`config.mk`:
```
export PLATFORM = sky130hd
export DESIGN_NAME = adder_share_arb
export DESIGN_NICKNAME = d
export VERILOG_FILES = /design/src/rtl/adder_arb_pkg.sv /design/src/rtl/adder_share_arb_rr_picker.sv /design/src/rtl/adder_share_arb.sv
export SDC_FILE = /design/constraint.sdc
export NUM_CORES = 1
export LEC_CHECK = 0
export ABC_CLOCK_PERIOD_IN_PS = 2600
export CAP_MARGIN = 30
export CORE_ASPECT_RATIO = 0.75
export CORE_MARGIN = 5
export CORE_UTILIZATION = 50
export DETAILED_ROUTE_END_ITERATION = 16
export DONT_BUFFER_PORTS = 1
export SLEW_MARGIN = 20
export SYNTH_ARGS = -nofsm -noshare
export SYNTH_HDL_FRONTEND = slang
export SYNTH_SLANG_ARGS = --single-unit
export TNS_END_PERCENT = 50
```
`constraint.sdc`:
```
create_clock -name clk -period 2.6 [get_ports clk]
set_input_delay 0.52 -clock clk [delete_from_list [all_inputs] [get_ports clk]]
set_output_delay 0.52 -clock clk [all_outputs]
set_load 0.1 [all_outputs]
```
`src/rtl/adder_arb_pkg.sv`:
```
// Shared definitions for the adder_share_arb scheduler: FSM state encoding,
// default sizing, and the requester-index width.
package adder_arb_pkg;

  localparam int DEF_NUM_REQ = 4;
  localparam int DEF_OP_W    = 2;
  localparam int DEF_ADD_LAT = 1;
  localparam int ID_W        = $clog2(DEF_NUM_REQ);

  // Width of the latency down-counter; ADD_LAT is at most 4.
  localparam int CNT_W = 3;

  typedef enum logic [1:0] {
    ST_IDLE = 2'd0,
    ST_WAIT = 2'd1,
    ST_RESP = 2'd2
  } arb_state_e;

endpackage

```
`src/rtl/adder_share_arb_rr_picker.sv`:
```
// rr_picker: combinational round-robin priority encoder. The search starts
// at index ptr and wraps; the first asserted req bit found is the winner.
module rr_picker
  import adder_arb_pkg::*;
#(
  parameter int NUM_REQ = DEF_NUM_REQ,
  parameter int RID_W   = $clog2(NUM_REQ)
) (
  input  logic [NUM_REQ-1:0] req,
  input  logic [RID_W-1:0]   ptr,
  output logic               any,
  output logic [RID_W-1:0]   winner
);

  int idx;

  // Scan offsets from farthest to nearest so the nearest asserted bit wins.
  always_comb begin
    any    = 1'b0;
    winner = '0;
    idx    = 0;
    for (int i = NUM_REQ - 1; i >= 0; i--) begin
      idx = int'(ptr) + i;
      if (idx >= NUM_REQ) idx = idx - NUM_REQ;
      if (req[idx]) begin
        any    = 1'b1;
        winner = idx[RID_W-1:0];
      end
    end
  end

endmodule

```
`src/rtl/adder_share_arb.sv`:
```
// adder_share_arb: round-robin scheduler sharing one registered adder among
// NUM_REQ requesters. One operation is in flight at a time:
// IDLE (arbitrate) -> WAIT (adder latency) -> RESP (one-cycle response).
// Optional build macro ADDER_ARB_CHECK_EN adds a sum self-check that sets
// err_sticky on a mismatch between add_a+add_b and add_sum at capture.
//
// Handshake: a requester holds req high until its gnt bit pulses for one
// cycle; the pulse means its operands were captured. rsp_valid is a
// one-cycle pulse with no back-pressure; rsp_id/rsp_sum are valid with it.
module adder_share_arb
  import adder_arb_pkg::*;
#(
  parameter int NUM_REQ = DEF_NUM_REQ,
  parameter int OP_W    = DEF_OP_W,
  parameter int ADD_LAT = DEF_ADD_LAT
) (
  input  logic                       clk,
  input  logic                       rst_n,
  input  logic [NUM_REQ-1:0]         req,
  input  logic [NUM_REQ*OP_W-1:0]    op_a,
  input  logic [NUM_REQ*OP_W-1:0]    op_b,
  output logic [NUM_REQ-1:0]         gnt,
  output logic                       rsp_valid,
  output logic [$clog2(NUM_REQ)-1:0] rsp_id,
  output logic [OP_W:0]              rsp_sum,
  output logic [OP_W-1:0]            add_a,
  output logic [OP_W-1:0]            add_b,
  input  logic [OP_W:0]              add_sum,
  output logic                       err_sticky,
  output logic [1:0]                 state_dbg
);

  localparam int RID_W = $clog2(NUM_REQ);

  arb_state_e         state_q, state_d;
  logic [RID_W-1:0]   ptr_q, ptr_d;
  logic [RID_W-1:0]   cur_id_q, cur_id_d;
  logic [CNT_W-1:0]   cnt_q, cnt_d;
  logic [NUM_REQ-1:0] gnt_q, gnt_d;
  logic               rsp_valid_q, rsp_valid_d;
  logic [RID_W-1:0]   rsp_id_q, rsp_id_d;
  logic [OP_W:0]      rsp_sum_q, rsp_sum_d;
  logic [OP_W-1:0]    add_a_q, add_a_d;
  logic [OP_W-1:0]    add_b_q, add_b_d;
  logic               capture;

  logic               pick_any;
  logic [RID_W-1:0]   pick_winner;

  rr_picker #(
    .NUM_REQ (NUM_REQ),
    .RID_W   (RID_W)
  ) u_picker (
    .req    (req),
    .ptr    (ptr_q),
    .any    (pick_any),
    .winner (pick_winner)
  );

  // Next-state logic for arbitration, latency wait and response.
  always_comb begin
    state_d     = state_q;
    ptr_d       = ptr_q;
    cur_id_d    = cur_id_q;
    cnt_d       = cnt_q;
    gnt_d       = '0;
    rsp_valid_d = 1'b0;
    rsp_id_d    = rsp_id_q;
    rsp_sum_d   = rsp_sum_q;
    add_a_d     = add_a_q;
    add_b_d     = add_b_q;
    capture     = 1'b0;
    case (state_q)
      ST_IDLE: begin
        if (pick_any) begin
          gnt_d    = NUM_REQ'(1) << pick_winner;
          add_a_d  = op_a[int'(pick_winner)*OP_W +: OP_W];
          add_b_d  = op_b[int'(pick_winner)*OP_W +: OP_W];
          cur_id_d = pick_winner;
          cnt_d    = CNT_W'(ADD_LAT);
          if (int'(pick_winner) == NUM_REQ - 1) ptr_d = '0;
          else                                  ptr_d = pick_winner + RID_W'(1);
          state_d  = ST_WAIT;
        end
      end
      ST_WAIT: begin
        if (cnt_q != '0) begin
          cnt_d = cnt_q - CNT_W'(1);
        end else begin
          capture     = 1'b1;
          rsp_sum_d   = add_sum;
          rsp_id_d    = cur_id_q;
          rsp_valid_d = 1'b1;
          state_d     = ST_RESP;
        end
      end
      ST_RESP: begin
        state_d = ST_IDLE;
      end
      default: begin
        state_d = ST_IDLE;
      end
    endcase
  end

  // State and datapath registers; reset discards any in-flight operation.
  always_ff @(posedge clk or negedge rst_n) begin
    if (!rst_n) begin
      state_q     <= ST_IDLE;
      ptr_q       <= '0;
      cur_id_q    <= '0;
      cnt_q       <= '0;
      gnt_q       <= '0;
      rsp_valid_q <= 1'b0;
      rsp_id_q    <= '0;
      rsp_sum_q   <= '0;
      add_a_q     <= '0;
      add_b_q     <= '0;
    end else begin
      state_q     <= state_d;
      ptr_q       <= ptr_d;
      cur_id_q    <= cur_id_d;
      cnt_q       <= cnt_d;
      gnt_q       <= gnt_d;
      rsp_valid_q <= rsp_valid_d;
      rsp_id_q    <= rsp_id_d;
      rsp_sum_q   <= rsp_sum_d;
      add_a_q     <= add_a_d;
      add_b_q     <= add_b_d;
    end
  end

`ifdef ADDER_ARB_CHECK_EN
  // add_a_q/add_b_q hold the issued operands until the next grant, so they
  // serve as the reference copy for the sum check.
  logic err_q, err_d;
  logic [OP_W:0] exp_sum;

  // Reference sum and sticky mismatch flag update at the capture edge.
  always_comb begin
    exp_sum = {1'b0, add_a_q} + {1'b0, add_b_q};
    err_d   = err_q;
    if (capture && (exp_sum != add_sum)) err_d = 1'b1;
  end

  // Sticky error flop, cleared only by reset.
  always_ff @(posedge clk or negedge rst_n) begin
    if (!rst_n) err_q <= 1'b0;
    else        err_q <= err_d;
  end

  assign err_sticky = err_q;
`else
  logic unused_capture;
  assign unused_capture = capture;
  assign err_sticky     = 1'b0;
`endif

  assign gnt       = gnt_q;
  assign rsp_valid = rsp_valid_q;
  assign rsp_id    = rsp_id_q;
  assign rsp_sum   = rsp_sum_q;
  assign add_a     = add_a_q;
  assign add_b     = add_b_q;
  assign state_dbg = state_q;

endmodule

```
Word level (Yosys, flattened, before mapping):

Cells that the tools add are included.

* bitwise gates (word level): 1
* equality and inequality tests: 5
* add/sub/neg operators: 9
* reduce and logical (&&, ||, !) cells: 7
* order comparisons: 8
* shifts and indexed selects: 3
* mux-type cells: 35

Operator list (number)
* $lt 32x4->1 const B: 4
* $mux 32: 4
* $ge 32x4->1 const B: 3
* $sub 32x4->32 const B: 3
* $shiftx 8x4->2: 2
* $mux 1: 14
* $mux 2: 7
* $bmux 1 s2: 4
* $mux 4: 2
* $add 2x2->3 const B: 2
* $mux 3: 2
* $ne 2x2->1 const B: 3
* $pmux 3 s2: 1
* $reduce_and 2->1: 3
* $eq 2x1->1 const B: 2
* $pmux 2 s2: 1
* $shl 1x2->4 const A: 1
* $sub 2x3->4 const B: 1
* $add 2x1->3 const B: 1
* $ge 2x3->1 const B: 1
* $reduce_and 3->1: 1
* $reduce_bool 3->1: 1
* $sub 3x1->3 const B: 1
* $add 2x1->2 const B: 1
* 3 further kinds: 3

* bits of input ports: 25
* logic and storage cells: 78
* output and inout port bits: 17
* bits in registers: 23

Logic depth before layout (Yosys ltp):

* depth in word-level cells: 13
* depth in mapped cells: 7
* gate-level depth less buffers: 7

Cells and area by module:

Synthesis repeated with hierarchy kept, for this count alone.

* cell total of the unflattened synthesis: 104
* area, all modules: 1224.9 µm²

By module, submodules not included
* adder_share_arb: cells an instance 91, sequential area each 575.6 µm², instances 1, area each 1147.4 µm²
* rr_picker: cells an instance 13, sequential area each 0.0 µm², instances 1, area each 77.6 µm²

Least setup slack after synthesis:

No wires, ideal clock.

* path kind: register -> register
* from: register state_q[0] (netlist: state_dbg[0])
* to: register rsp_id_q[0] (netlist: rsp_id[0])
* slack: 0.608 ns
* cell stages (with the launch flop): 4
* buffers on the path: 0
* data arrival time: 1.867 ns
* library setup time: 0.125 ns
* path through: dfrtp_1 -> nand2b_1 -> nor2_1 -> mux2_2

* longest elaborated chain between the ends: 2

Ends and longest elaborated chain
* start: declaration: RTL line adder_share_arb.sv:35 `arb_state_e state_q, state_d;`
* start signal: assignment: RTL line adder_share_arb.sv:120 `state_q <= state_d;`
* $eq 2x1->1: RTL line adder_share_arb.sv:73 `case (state_q)`
* $reduce_and 2->1 (no source line)
* end signal: assignment: RTL line adder_share_arb.sv:126 `rsp_id_q <= rsp_id_d;`
* end: declaration: RTL line adder_share_arb.sv:41 `logic [RID_W-1:0] rsp_id_q, rsp_id_d;`

Every way passes these cells.
A chain may end at the register's enable or synchronous reset.

Worst setup path after layout:

* from: register ptr_q[1]
* to: register add_a_q[1] (netlist: add_a[1])

* longest elaborated chain between the ends: 11
* elaborated cells on any way between the ends: 37
* classes of those cells: 7 x add/sub; 4 x order compare; 1 x shift; 24 x mux; 1 x reduce/logical

Ends and longest elaborated chain
* start: declaration: RTL line adder_share_arb.sv:36 `logic [RID_W-1:0] ptr_q, ptr_d;`
* start signal: assignment: RTL line adder_share_arb.sv:121 `ptr_q <= ptr_d;`
* $add 2x2->3: RTL line adder_share_arb_rr_picker.sv:23 `idx = int'(ptr) + i;`
* $sub 32x4->32 or $ge 32x4->1 (tied branches): RTL line adder_share_arb_rr_picker.sv:24 `if (idx >= NUM_REQ) idx = idx - NUM_REQ;`
* $mux 32: RTL line adder_share_arb_rr_picker.sv:24
* $bmux 1 s2: RTL line adder_share_arb_rr_picker.sv:25 `if (req[idx]) begin`
* $mux 1 (not written as such) (2 in a row): RTL line adder_share_arb_rr_picker.sv:25
* $mux 2 or $mux 1 (tied branches) (4 in a row): RTL line adder_share_arb_rr_picker.sv:25
* $shiftx 8x4->2 or $reduce_and 2->1 (tied branches)
* end signal: assignment: RTL line adder_share_arb.sv:117 `add_a_q <= '0;`
* end signal: assignment: RTL line adder_share_arb.sv:128 `add_a_q <= add_a_d;`
* end: declaration: RTL line adder_share_arb.sv:43 `logic [OP_W-1:0] add_a_q, add_a_d;`

Parallel ways exist; a longest one is shown, timed or not. The select of a mux whose other input is x is not followed.

==> run_results.csv <==
group,metric,value,unit
timing,worst_clock_skew,3.36,ps
detailed_routing,ant_nets,0,
global_route,overflow,0,
global_route,first_global_vias,804,
logic_synthesis,ys_types,34,
floorplan,die_h,51.6,um
logic_synthesis,synthesis.area,1160,um2
worst_setup_path,r2r_setup_slack,730,ps
floorplan,initial_utilization,51.3,%
outcome,run_status,"completed",
worst_setup_path,worstSetupPathType,"flop to flop",
detailed_routing,drt-initial-drc-count,37,
worst_setup_path,reg2reg_depth,5,
global_route,grt_max_degree,24,
clock_tree,cts_tree,"yes",
timing,rsz0062_at_grt,"false",
logic_synthesis,avgSynthCellArea,10.9,um2
logic_synthesis,synth_ff_type,"dfrtp_1",
worst_setup_path,crit_fanout,8,
detailed_routing,num_vias,782,
timing,hold_violations,0,
timing,period_share,71.8,%
layout,seq_area,576,um2
timing,period_needed,1870,ps
logic_synthesis,synth_fp_nets,134,
layout,final_cells,137,
floorplan,pin_count,42,
clock_tree,clkTransAtPathRegs,130,ps
logic_synthesis,ys_ff_latch,23,
layout,layout.nets,141,
clock_tree,cts_resized,0,
layout,final_cell_mix,"23 x dfrtp_1, 12 x nand2_1, 8 x nand3_1",
timing,clock.fmax,536,MHz
worst_setup_path,worstSetupEndpoint,"add_a[1]$_DFFE_PN0P_",
timing,fin_ws,734,ps
global_route,gr-usage-all-layers,15.0,%
timing,holdWs,155,ps
place,numPlacedInstances,132,
run,cap_violations,0,
logic_synthesis,synth_edf_count,0,
layout,insertedDiodeCount,0,
floorplan,rows,15,
clock_tree,insertion_delay,310,ps
timing,setup_violations,0,
logic_synthesis,synth_seq_area_share,49.8,%
worst_setup_path,cp-end-kind,"flop",
layout,area_delta_synth_final,6.60,%
worst_setup_path,r2r_end,"add_a[1]$_DFFE_PN0P_",
floorplan,die_area,3380,um2
timing,max_slew.worst_pin.slew,915,ps
floorplan,fp.dieW,65.5,um
global_route,grt_pass1_wl,3850,um
worst_setup_path,crit_arrival,2080,ps
timing,tns,0,ps
detailed_routing,drc,0,
layout,multi_input_area,549,um2
min_path,hold_path_class,"primary input to async pin",
clock_tree,htree_levels,1,
clock_tree,post_cts_buffers,0,
floorplan,core_area,2250,um2
timing,drv_slew,0,
layout,layout_commonest_cell,"dfrtp_1",
place,pre_cts_slack,742,ps
layout,drive_gt1_share,17.9,%
detailed_routing,routed_via_density,5.71,
detailed_routing,wl_per_cell,16.9,um
clock_tree,cts_sinks,23,
worst_setup_path,start_kind,"flop",
layout,final.fill_count,206,
detailed_routing,drtPass1Iterations,3,
clock_tree,cts_buffers,3,
clock_tree,cts_max_path_buffers,2,
detailed_routing,drt-total-wl,2320,um
logic_synthesis,synth-async-reset-ratio,100,%
clock_tree,cts_root_buffer,"clkbuf_4",
worst_setup_path,reg2reg_from,"ptr_q[1]$_DFFE_PN0P_",
place,gp_congestion,0.748,
place,place.port_buffers,0,
worst_setup_path,crit_start,"ptr_q[1]$_DFFE_PN0P_",
place,dp_hpwl,1810,um
worst_setup_path,cp.required,2810,ps
global_route,antenna_found_initial,0,
timing,slew_headroom,39.0,%
logic_synthesis,yosysWarningCount,0,
logic_synthesis,syn_inst,106,
-- how the worst min path moves through the flow --
stage	start	endpoint	slack (ps)
6_report	rst_n	ptr_q[1]$_DFFE_PN0P_	150
5_1_grt	rst_n	cnt_q[2]$_DFFE_PN0P_	160
4_1_cts	add_sum[0]	rsp_sum[0]$_DFFE_PN0P_	320
3_5_place_dp	rst_n	gnt[0]$_DFF_PN0_	230
3_3_place_gp	rst_n	gnt[3]$_DFF_PN0_	230
2_1_floorplan	rst_n	add_a[0]$_DFFE_PN0P_	220
-- repair_timing --
item                                   in CTS  in global routing
setup endpoints to repair                   0                  0
endpoints found under the hold margin      23                  0
hold buffers                                1                  0
-- registers in the layout, indices dropped and copies added, names as in the netlist --
register,cells
add_a,2
add_b,2
cnt_q,3
cur_id_q,2
gnt,4
ptr_q,2
rsp_id,2
rsp_sum,3
rsp_valid,1
state_dbg,2
-- metrics by stage --
step / instance area, um2 / utilization [%]
2_1_floorplan: 1160 / -
3_3_place_gp: 1200 / 53.2
3_5_place_dp: 1200 / 53.2
4_1_cts: 1240 / 54.9
5_1_grt: 1230 / 54.7
6_report: 1230 / 54.7
-- worst max-delay path, stage by stage, from the launching register on --
cell and delay, ps:
dfrtp_1 500, mux2i_1 380, nor2_4 80, nor2_4 260, mux2_4 330, o221a_1 210
-- final cells by class --
| type | count | share of cell area, % |
|---|---|---|
| repair buffers | 4 | 2.23 |
| clock inverters | 1 | 0.609 |
| clock buffers | 3 | 1.83 |
| flip-flops and latches | 23 | 46.7 |
| multi-input cells | 76 | 44.6 |
| well taps | 25 | 2.54 |
| inverters | 5 | 1.52 |
-- synth_stat cells, types with 2 or more instances --
master    count  area, um2
a21oi_1       3       15.0
and2_1        3       18.8
dfrtp_1      23        576
ha_1          3       37.5
inv_1         5       18.8
mux2_1        3       33.8
mux2_2        2       22.5
mux2_4        4       60.1
nand2_1      12       45.0
nand2b_1      4       25.0
nand3_1       8       40.0
nor2_1        7       26.3
nor2_4        2       22.5
o21ai_0       4       20.0
o221a_1       4       45.0
-- cell families (layout without fill, tap and decap cells) --
group	count (synthesis)	count (layout)	synth area share, %
simple gates	42	42	19.4
xor+xnor	1	1	0.758
compound gates	19	19	12.9
flops	23	23	49.8
fa+ha+maj	3	3	3.25
buf+inv	7	13	2.71
mux	10	10	10.9
other cells	1	1	0.324
-- per-layer routing --
layer	up-vias	part of all wire (%)	global-route usage, %
li1	385	-	-
met1	373	47	19.6
met2	22	45	22.9
met3	2	8.0	7.56
met4	0	0.39	2.07
met5	-	0	0
Power is left out: the tool's default activity adds up to more than one toggle a clock period on the data nets, which glitch-free logic cannot reach.
==> RTL change 1, RTL diff (same flow settings) <==
The option `ADDER_ARB_CHECK_EN` is turned on by a define.
--- a/src/rtl/adder_share_arb.sv
+++ b/src/rtl/adder_share_arb.sv
@@ -7,6 +7,8 @@
 // Handshake: a requester holds req high until its gnt bit pulses for one
 // cycle; the pulse means its operands were captured. rsp_valid is a
 // one-cycle pulse with no back-pressure; rsp_id/rsp_sum are valid with it.
+`define ADDER_ARB_CHECK_EN
+
 module adder_share_arb
   import adder_arb_pkg::*;
 #(
Check against the original RTL: not equivalent (a bounded check fails within 4 cycles, from zero or initial values and one cycle with rst_n low).
==> RTL change 1 against the unedited design <==
Synthesized area is 10% higher. Final area grew 12%. Global-route usage shrank 0.23 points. Sequential cell count rose by 1. Worst hold slack better by 0.014 ns. Setup slack got worse by 0.10 ns. Routed wire length grew 7.1%.
Power is not shown: default switching activity piles up to over one toggle a cycle in this logic, so the estimate is an artifact.
==> RTL change 1: results (changes against the unedited design) <==
metric,value,unit,change
status,"complete, no violations",,
max reg flops,4,,unchanged
worst reg2reg endpoint,add_a[1]$_DFFE_PN0P_,,
crit path from,ptr_q[1]$_DFFE_PN0P_,,
largest net degree at the start of global routing,25,,+4.2%
Clock Latency Late Sink,0.30,ns,
sequential area share after synthesis,47.2,%,-2.6 points
pre-CTS WS,0.565,ns,-0.177 ns
"Max FO, Critical Path",12,,+4
Max clock buf depth,2,,unchanged
Worst Clk Skew,0.00437,ns,+0.00102 ns
CTS resizes,0,,unchanged
share of post-route cells with drive strength above 1,24.4,%,+6.6 points
iteration-0 DRC count of the detailed router,31,,-16%
gpl congestion,0.733,,-2.1%
slew margin rel.,39.5,%,+0.49 points
via count,875,,+12%
Final HPWL DP,1970,µm,+8.9%
Placement Cell Area,1340,µm²,+12%
gr usage total,14.8,%,-0.23 points
first-pass GRT wire length,3910,µm,+1.6%
synthesized instance count,119,,+12%
Final #Nets,158,,+12%
CTS root buf,clkbuf_4,,
Synth area leaders,"dfrtp_1 (47%), mux2_2 (11%), a21oi_1 (3.9%)",,
Pre-antenna DRT Iters,6,,+3
vias in the first global route,849,,+5.6%
number of library cell types mapped by synthesis,28,,-18%
vias per inst,5.43,,-4.8%
CP arrival,2.17,ns,+0.09 ns
most frequent cells after synthesis,"dfrtp_1 (24), mux2_2 (13), a21oi_1 (10), nand2_1 (10), nand3_1 (10)",,
setup ws final,0.633,ns,-0.101 ns
Routed WL per cell,15.4,µm,-8.9%
I/O Buffers,0,,unchanged
syn nets,149,,+11%
## RTL change 1: changes by cell type after synthesis, moves of 3 or more
cell / change
mux2_2: +11
a21oi_1: +7
a221o_1: +4
mux2_4: -4
o221a_1: -4
a21o_1: +3
mux2_1: -3
o21ai_0: -3
xnor2_1: +3
## RTL change 1: critical path, cell delays in order (launching register included)
cell and delay, ns:
dfrtp_1 0.45, and2_1 0.18, o21ai_0 0.14, o221a_2 0.38, mux2_2 0.38, a221o_1 0.32
## RTL change 1: through the flow
step	hold slack, ns	util (%)
2_1_floorplan	0.224	-
3_3_place_gp	0.225	56.6
3_5_place_dp	0.225	56.6
4_1_cts	0.344	58.5
5_1_grt	0.195	58.3
6_report	0.168	58.3
## RTL change 1: cell type report
| type | instances | area (µm²) |
|---|---|---|
| tap | 34 | 42.5 |
| multi-input combinational | 83 | 608 |
| clock buffer | 4 | 36.3 |
| fill | 209 | 986 |
| sequential | 24 | 601 |
| inverter | 7 | 26.3 |
| timing repair buffer | 9 | 65.1 |
## RTL change 1: kinds of logic after synthesis
| kind of cell | share of synthesized area [%] |
|---|---|
| adders and majority gates | 5.50 |
| DFF | 47.2 |
| xor gates and xnor gates | 2.75 |
| muxes | 12.3 |
| AOI/OAI and AO/OA | 12.5 |
| buffers and inverters | 5.11 |
| and+or+nand+nor | 14.7 |
## RTL change 1: per-layer routing
metal  vias up  wire length, µm  track usage [%]
met5         -                0                0
met4         0               17             3.96
met3         2              224             5.43
met2        30             1150             24.6
met1       409             1090             18.1
li1        434                -                -
## RTL change 1: repair_timing
| item | 4_1_cts | 5_1_grt |
|---|---|---|
| endpoints found under the setup margin | 0 | 0 |
| endpoints found under the hold margin | 24 | 0 |
| hold buffers | 1 | 0 |
==> RTL change 2, RTL diff (config.mk and constraints unchanged) <==
Made on the original files. Register the output `state_dbg` once more, cleared by the reset; this adds one clock of latency there. The other outputs are not delayed to match.
--- a/src/rtl/adder_share_arb.sv
+++ b/src/rtl/adder_share_arb.sv
@@ -162,7 +162,13 @@
   assign rsp_sum   = rsp_sum_q;
   assign add_a     = add_a_q;
   assign add_b     = add_b_q;
-  assign state_dbg = state_q;
+  always_ff @(posedge clk or negedge rst_n) begin
+    if (!rst_n) begin
+      state_dbg <= '0;
+    end else begin
+      state_dbg <= state_q;
+    end
+  end
 
 endmodule
 
Formal check against the unedited RTL: not equivalent (Yosys sat finds a counterexample within 4 cycles, from zero or initial values and one cycle with rst_n low).
==> RTL change 2 against the unedited design <==
Sequential cell count grew 2. Routed wire length shrank 5.3%. Synthesized area grew 3.8%. Final area grew 1.2%. Setup slack gained 0.073 ns. Maximum frequency grew 4.1%. Critical path type is now reg2out. Critical endpoint is now add_b[0]. Largest cell class unchanged.
Power is left out: the tool's default activity adds up to more than one toggle a clock period on the data nets, which glitch-free logic cannot reach.
==> RTL change 2: results (changes against the unedited design) <==
metric,value,unit,change
status,"complete, no violations",,
largest net degree at the start of global routing,26,,+8.3%
"Max FO, Critical Path",2,,-6
Routed met1 length,1040,µm,-4.6%
Setup crit end,add_b[0],,
first-pass GRT wire length,3660,µm,-4.9%
reg2reg path depth,4,,-1
gpl congestion,0.805,,+7.6%
crit path from,add_b[0]$_DFFE_PN0P_,,
number of library cell types mapped by synthesis,38,,+12%
gr usage total,13.9,%,-1.1 points
Multi-input gate area,529,µm²,-3.6%
RR Startpoint,state_q[0]$_DFFE_PN0P_,,
Routed WL per cell,15.0,µm,-11%
Final HPWL DP,1780,µm,-2.0%
M3 GR Usage,7.08,%,-0.48 points
fraction of area in registers,50.2,%,+3.4 points
clock buf count,4,,+1
most frequent cells after synthesis,"dfrtp_1 (25), nand2_1 (13), nor2_1 (8)",,
sequential area share after synthesis,52.1,%,+2.4 points
Synth area leaders,"dfrtp_1 (52%), mux2_2 (4.7%), nand2_1 (4.1%)",,
grt met2 use,19.6,%,-3.3 points
inverter count,5,,unchanged
Reg2Reg Setup Slack,0.86,ns,+0.13 ns
worst reg2reg endpoint,add_b[0]$_DFFE_PN0P_,,
Placement Cell Area,1220,µm²,+1.6%
post-CTS setup buffers,0,,unchanged
vias in the first global route,751,,-6.6%
WL met3,178,µm,-4.3%
bufs w/o clock,1,,-3
number of multi-input logic gates,77,,+1.3%
uppermost layer routed,met3,,
share of post-route cells with drive strength above 1,13.4,%,-4.5 points
register area,626,µm²,+8.7%
Seq Cell Count,25,,+8.7%
CP arrival,1.27,ns,-0.81 ns
Routed met2 length,977,µm,-5.4%
iteration-0 DRC count of the detailed router,15,,-59%
Fin Hold WS,0.168,ns,+0.0132 ns
Worst Clk Skew,0.00189,ns,-0.00147 ns
clk tree area frac,2.11,%,-0.33 points
CTS Buf Count,3,,unchanged
signal buffers share of area,0.401,%,-1.8 points
"Core Util, Final",54.5,%,-0.24 points
slew margin rel.,38.7,%,-0.35 points
Pre-antenna DRT Iters,4,,+1
vias per inst,5.35,,-6.3%
met1 Use GR,19.8,%,+0.17 points
RTL change 2: cell types whose count changed after synthesis, moves of 2 or more:
cell      before  now
and2_1         3    1
clkbuf_1       0    2
nand4_1        0    3
mux2_4         4    0
mux2_2         2    5
dfrtp_1       23   25
nand3_1        8    5
nor2_4         2    0
RTL change 2: through the flow:
step	cells	setup WS [ns]
floorplan	111	0.920
global placement	141	0.868
detailed placement	141	0.801
CTS	146	0.787
global route	146	0.668
finish	146	0.807
RTL change 2: cells by family (layout without fill, tap and decap cells):
group,Yosys count,after routing,synth area share [%]
AND/OR/NAND/NOR,43,43,18.8
flip-flops,25,25,52.1
AO/OA/AOI/OAI,19,19,12.0
multiplexers,10,10,9.18
buffers and inverters,9,10,3.75
adder cells (fa/ha/maj),3,3,3.13
other,1,1,0.313
XOR/XNOR,1,1,0.730
RTL change 2: repair_timing:
action                                 CTS  global route
hold buffers                             1             0
endpoints found under the hold margin   25             0
resized for setup                        0             0
